$ cat src/rtl/seq_player_pkg.sv
// Shared types and defaults for the memory-game sequence player.
// State encoding is fixed so the parent datapath can decode it if needed.
package seq_player_pkg;

  typedef enum logic [1:0] {
    IDLE = 2'd0,
    SHOW = 2'd1,
    GAP  = 2'd2,
    DONE = 2'd3
  } state_t;

  localparam int ADDR_W_DEF    = 4;
  localparam int ON_TICKS_DEF  = 4;
  localparam int OFF_TICKS_DEF = 2;
  localparam int TMR_W_DEF     = 8;

endpackage

$ cat src/rtl/seq_tick_timer.sv
// Tick counter with synchronous clear; term fires on the tick that hits limit.
// Count updates one cycle after tick_en; clear wins over tick_en.
module seq_tick_timer #(
  parameter int TMR_W = 8
) (
  input  logic             clock,
  input  logic             reset_n,
  input  logic             clear,
  input  logic             tick_en,
  input  logic [TMR_W-1:0] limit,
  output logic             term
);

  logic [TMR_W-1:0] count;

  always_ff @(posedge clock or negedge reset_n) begin
    if (!reset_n) begin
      count <= '0;
    end else if (clear) begin
      count <= '0;
    end else if (tick_en) begin
      count <= count + TMR_W'(1);
    end
  end

  assign term = tick_en && (count == limit);

endmodule

$ cat src/rtl/seq_player.sv
// Walks the decoder address 0..round_len, lighting each code then blanking a gap.
// Registered address/lit/done; tick_en=0 pauses the walk, stop aborts to IDLE.
module seq_player
  import seq_player_pkg::*;
#(
  parameter int ADDR_W    = ADDR_W_DEF,
  parameter int ON_TICKS  = ON_TICKS_DEF,
  parameter int OFF_TICKS = OFF_TICKS_DEF,
  parameter int TMR_W     = TMR_W_DEF
) (
  input  logic              clock,
  input  logic              reset_n,
  input  logic              start,
  input  logic              stop,
  input  logic [ADDR_W-1:0] round_len,
  input  logic              tick_en,
  input  logic [3:0]        seq_code,
  output logic [ADDR_W-1:0] address,
  output logic [3:0]        leds,
  output logic              busy,
  output logic              done
);

  localparam logic [TMR_W-1:0] ON_LIM  = TMR_W'(ON_TICKS - 1);
  localparam logic [TMR_W-1:0] OFF_LIM = TMR_W'(OFF_TICKS - 1);

  state_t            state, state_nxt;
  logic [ADDR_W-1:0] len_q, len_nxt, addr_nxt;
  logic              lit, lit_nxt, done_nxt;
  logic              tmr_clr, tmr_term;
  logic [TMR_W-1:0]  tmr_lim;

  seq_tick_timer #(.TMR_W(TMR_W)) u_timer (
    .clock   (clock),
    .reset_n (reset_n),
    .clear   (tmr_clr),
    .tick_en (tick_en),
    .limit   (tmr_lim),
    .term    (tmr_term)
  );

  always_ff @(posedge clock or negedge reset_n) begin
    if (!reset_n) begin
      state <= IDLE;
    end else begin
      state <= state_nxt;
    end
  end

  // stop outranks every timer expiry, so a sequence aborted on its last gap tick never reaches DONE
  always_comb begin
    state_nxt = state;
    unique case (state)
      IDLE: if (start && !stop) state_nxt = SHOW;
      SHOW: begin
        if (stop)          state_nxt = IDLE;
        else if (tmr_term) state_nxt = GAP;
      end
      GAP: begin
        if (stop)          state_nxt = IDLE;
        else if (tmr_term) state_nxt = (address == len_q) ? DONE : SHOW;
      end
      DONE:    state_nxt = IDLE;
      default: state_nxt = IDLE;
    endcase
  end

  always_comb begin
    addr_nxt = address;
    lit_nxt  = lit;
    len_nxt  = len_q;
    done_nxt = (state_nxt == DONE);
    tmr_lim  = (state == GAP) ? OFF_LIM : ON_LIM;
    tmr_clr  = (state_nxt != state) || (state == IDLE) || (state == DONE);
    unique case (state)
      IDLE: begin
        if (state_nxt == SHOW) begin
          len_nxt  = round_len;
          addr_nxt = '0;
          lit_nxt  = 1'b1;
        end
      end
      SHOW: begin
        if (state_nxt == IDLE) begin
          addr_nxt = '0;
          lit_nxt  = 1'b0;
        end else if (state_nxt == GAP) begin
          lit_nxt  = 1'b0;
        end
      end
      GAP: begin
        if (state_nxt == IDLE) begin
          addr_nxt = '0;
          lit_nxt  = 1'b0;
        end else if (state_nxt == SHOW) begin
          addr_nxt = address + ADDR_W'(1);
          lit_nxt  = 1'b1;
        end
      end
      DONE: begin
        addr_nxt = '0;
        lit_nxt  = 1'b0;
      end
      default: begin
        addr_nxt = '0;
        lit_nxt  = 1'b0;
      end
    endcase
  end

  always_ff @(posedge clock or negedge reset_n) begin
    if (!reset_n) begin
      address <= '0;
      len_q   <= '0;
      lit     <= 1'b0;
      done    <= 1'b0;
    end else begin
      address <= addr_nxt;
      len_q   <= len_nxt;
      lit     <= lit_nxt;
      done    <= done_nxt;
    end
  end

  assign busy = (state != IDLE);
  assign leds = lit ? seq_code : 4'b0000;

endmodule

$ cat config.mk
export PLATFORM = sky130hd
export DESIGN_NAME = seq_player
export DESIGN_NICKNAME = d
export VERILOG_FILES = /design/src/rtl/seq_player_pkg.sv /design/src/rtl/seq_tick_timer.sv /design/src/rtl/seq_player.sv
export SDC_FILE = /design/constraint.sdc
export NUM_CORES = 1
export LEC_CHECK = 0
export BUFFER_PORTS_ARGS = -buffer_cell sky130_fd_sc_hd__buf_2
export CAP_MARGIN = 20
export CORE_MARGIN = 2
export CORE_UTILIZATION = 34
export CTS_BUF_LIST = sky130_fd_sc_hd__clkbuf_16
export CTS_CLUSTER_DIAMETER = 120
export DETAILED_ROUTE_END_ITERATION = 6
export GPL_ROUTABILITY_DRIVEN = 0
export SLEW_MARGIN = 20
export SYNTH_ARGS = -nofsm -noshare
export SYNTH_HDL_FRONTEND = slang
export SYNTH_SLANG_ARGS = --single-unit
$ cat constraint.sdc
create_clock -name clock -period 2.2 [get_ports clock]
set_input_delay 0.11 -clock clock [delete_from_list [all_inputs] [get_ports clock]]
set_output_delay 0.11 -clock clock [all_outputs]
set_load 0.03 [all_outputs]
==> flow_metrics.env <==
export IMPL_pwr_density_cell_mw_per_mm2=710
export IMPL_max_clock_freq_mhz=493
export IMPL_synth_edf_count=0
export IMPL_pwr_share_clk=0.476
export IMPL_crit_end="u_timer.count[4]"
export IMPL_irDropWorstVdd_v=0.000440
export IMPL_grt_pass1_vias=983
export IMPL_cts_resized=0
export IMPL_cts_root_buf="clkbuf_16"
export IMPL_first_iter_violations=30
export IMPL_num_vias=983
export IMPL_antenna_cells=0
export IMPL_groute_usage_overall=0.138
export IMPL_die_x_um=63.3
export IMPL_reg2reg_depth=4
export IMPL_wl_per_cell_um=13.2
export IMPL_maxSlewHeadroom=0.621
export IMPL_die_y_um=63.3
export IMPL_cts_tree="built"
export IMPL_drive_gt1_frac=0.268
export IMPL_synth_compound_area_share=0.139
export IMPL_p_seq_frac=0.392
export IMPL_internal_power_mw=0.810
export IMPL_dp_hpwl_um=1820
export IMPL_drt_vias_per_instance=5.23
export IMPL_setup_viol=0
export IMPL_syn_nets=133
export IMPL_worst_pin_slew_ns=0.565
export IMPL_setup_tns_ns=0
export IMPL_clk_pin_slew_ns=0.06
export IMPL_cts_buffer_depth=2
export IMPL_ant_nets=0
export IMPL_postCtsSetupBuffers=0
export IMPL_port_buffers=22
export IMPL_dp_slack_ns=0.196
export IMPL_yosys_warnings=0
export IMPL_syn2layout_area_growth_pct=23.2
export IMPL_insertion_delay_ns=0.25
export IMPL_final_common_cell="buf_2"
export IMPL_slew_viol_final=0
export IMPL_synth_simple_area_share=0.271
export IMPL_htreeDepth=1
export IMPL_nets=158
export IMPL_synth_main_ff_cell="dfrtp_1"
export IMPL_r2r_end="u_timer.count[4]"
export IMPL_coreArea_mm2=0.00336
export IMPL_r2r_start="u_timer.count[2]"
export IMPL_syn_area_per_cell_um2=10.1
export IMPL_totalWireLength_um=2490
export IMPL_drc=0
export IMPL_reg2reg_slack_ns=0.17
export IMPL_arrival_ns=2.16
export IMPL_fp_row_count=21
export IMPL_async_flop_share=1.00
export IMPL_synth_fa_ha_area_frac=0.0209
export IMPL_p_sw_frac=0.226
export IMPL_io_pin_count=23
export IMPL_synth_mux_area_frac=0.0461
export IMPL_start_util=0.355
export IMPL_cap_viol_max_count=0
export IMPL_cts_sinks=20
export IMPL_grt_max_degree=21
export IMPL_grt_overflow=0
export IMPL_timing_final_crit_share=0.923
export IMPL_crit_type="flip-flop to flip-flop"
export IMPL_die_area_mm2=0.00400
export IMPL_rsz0062_at_grt="no"
export IMPL_crit_required_ns=2.33
export IMPL_synth_seq_cells=20
export IMPL_synthXorXnorAreaFrac=0.0806
export IMPL_grt_pass1_wl_um=4450
export IMPL_synth_top_family_by_area="simple AND/OR/NAND/NOR gates"
export IMPL_startpoint_type="flip-flop"
export IMPL_netlist_instances=118
export IMPL_outcome="finished clean"
export IMPL_power_switching_mw=0.236
export IMPL_pwr_share_comb=0.132
export IMPL_ys_types=41
export IMPL_leakagePower_nw=0.627
export IMPL_setup_worst_path_start="u_timer.count[2]"
export IMPL_hold_viol=0
export IMPL_cts_made_buffers=3
export IMPL_crit_path_end_kind="flip-flop"
export IMPL_fin_skew_ns=0.00353
export IMPL_crit_fanout=8
export IMPL_final_cell_mix="buf_2, dfrtp_1, nor2_1"
export IMPL_yosysSeqAreaShare=0.419
export IMPL_antenna_found_initial=0
export IMPL_min_period_ns=2.03
export IMPL_syn_area_mm2=0.00119
export IMPL_hp_class="input pin to flip-flop"
export IMPL_setup_ws_ns=0.170
export IMPL_drtPass1Iterations=4
how the worst min path moves through the flow:
stage | startpoint | slack [ns] | cells after the start | to
after floorplan | reset_n | -0.19 | 0 | address[0]
after global placement | reset_n | 0.08 | 1 | len_q[0]
after detailed placement | reset_n | 0.08 | 1 | len_q[3]
after CTS | round_len[1] | 0.09 | 2 | len_q[1]
after global routing | round_len[1] | 0.09 | 2 | len_q[1]
final | round_len[1] | 0.09 | 2 | len_q[1]
cell type report:
| type | instances | area (um2) |
|---|---|---|
| well taps | 46 | 57.6 |
| fillers | 345 | 1890 |
| repair buffers | 25 | 135 |
| flip-flops and latches | 20 | 500 |
| multi-input cells | 91 | 667 |
| inverters | 2 | 7.51 |
| clock buffers | 3 | 75.1 |
| clock inverters | 1 | 30.0 |
layer usage:
layer | vias up | global-route usage | wire length [um]
li1 | 485 | - | -
met1 | 467 | 0.179 | 1230
met2 | 27 | 0.221 | 1100
met3 | 4 | 0.0446 | 140
met4 | 0 | 0.0408 | 25
met5 | - | 0 | 0
logic make-up after synthesis:
group | Yosys count
adder cells (fa/ha/maj) | 2
XOR/XNOR | 11
buffers and inverters | 7
AO/OA/AOI/OAI | 18
multiplexers | 5
flip-flops | 20
AND/OR/NAND/NOR | 55
synth_stat cells, drive strengths merged (3+ instances only):
library cell  number  share of area
a211oi             3          0.019
a32oi              3          0.038
and2               4          0.021
clkbuf             4          0.013
dfrtp             20           0.42
mux2               4          0.038
nand2              7          0.022
nand4              6          0.031
nor2              14          0.044
nor3               4          0.026
nor3b              4          0.025
xnor2              7          0.051
xor2               4          0.029
flip-flops by register name, summed over array words and instances (netlist names):
signal	count
state	2
address	4
len_q	4
u_timer.count	8
done	1
lit	1
power groups by stage:
stage          Sequential (mW)  Clock (mW)  Combinational (mW)
6_report                 0.410       0.498               0.138
5_1_grt                  0.414       0.525               0.151
4_1_cts                  0.410       0.508               0.139
3_5_place_dp             0.417           0               0.138
3_3_place_gp             0.415           0               0.134
2_1_floorplan            0.407           0               0.102
timing repair:
item,in CTS,in global routing
setup endpoints to repair,0,0
endpoints found under the hold margin,20,0
hold buffers,1,0
critical path, stage by stage, from the launching register on:
cell     delay [ns]
dfrtp_1        0.45
or4_4          0.59
or3_4          0.43
a32oi_4        0.33
nor2_1         0.10
stage by stage:
step | power (mW) | instances | utilization | cell area [um2] | hold slack, ns
2_1_floorplan | 0.509 | 118 | - | 1190 | -0.186
3_3_place_gp | 0.548 | 183 | 0.404 | 1360 | 0.0783
3_5_place_dp | 0.555 | 183 | 0.404 | 1360 | 0.0839
4_1_cts | 1.06 | 188 | 0.438 | 1470 | 0.0884
5_1_grt | 1.09 | 188 | 0.438 | 1470 | 0.0863
6_report | 1.05 | 188 | 0.438 | 1470 | 0.0905
No activity file was read; power rests on OpenSTA's default activity.
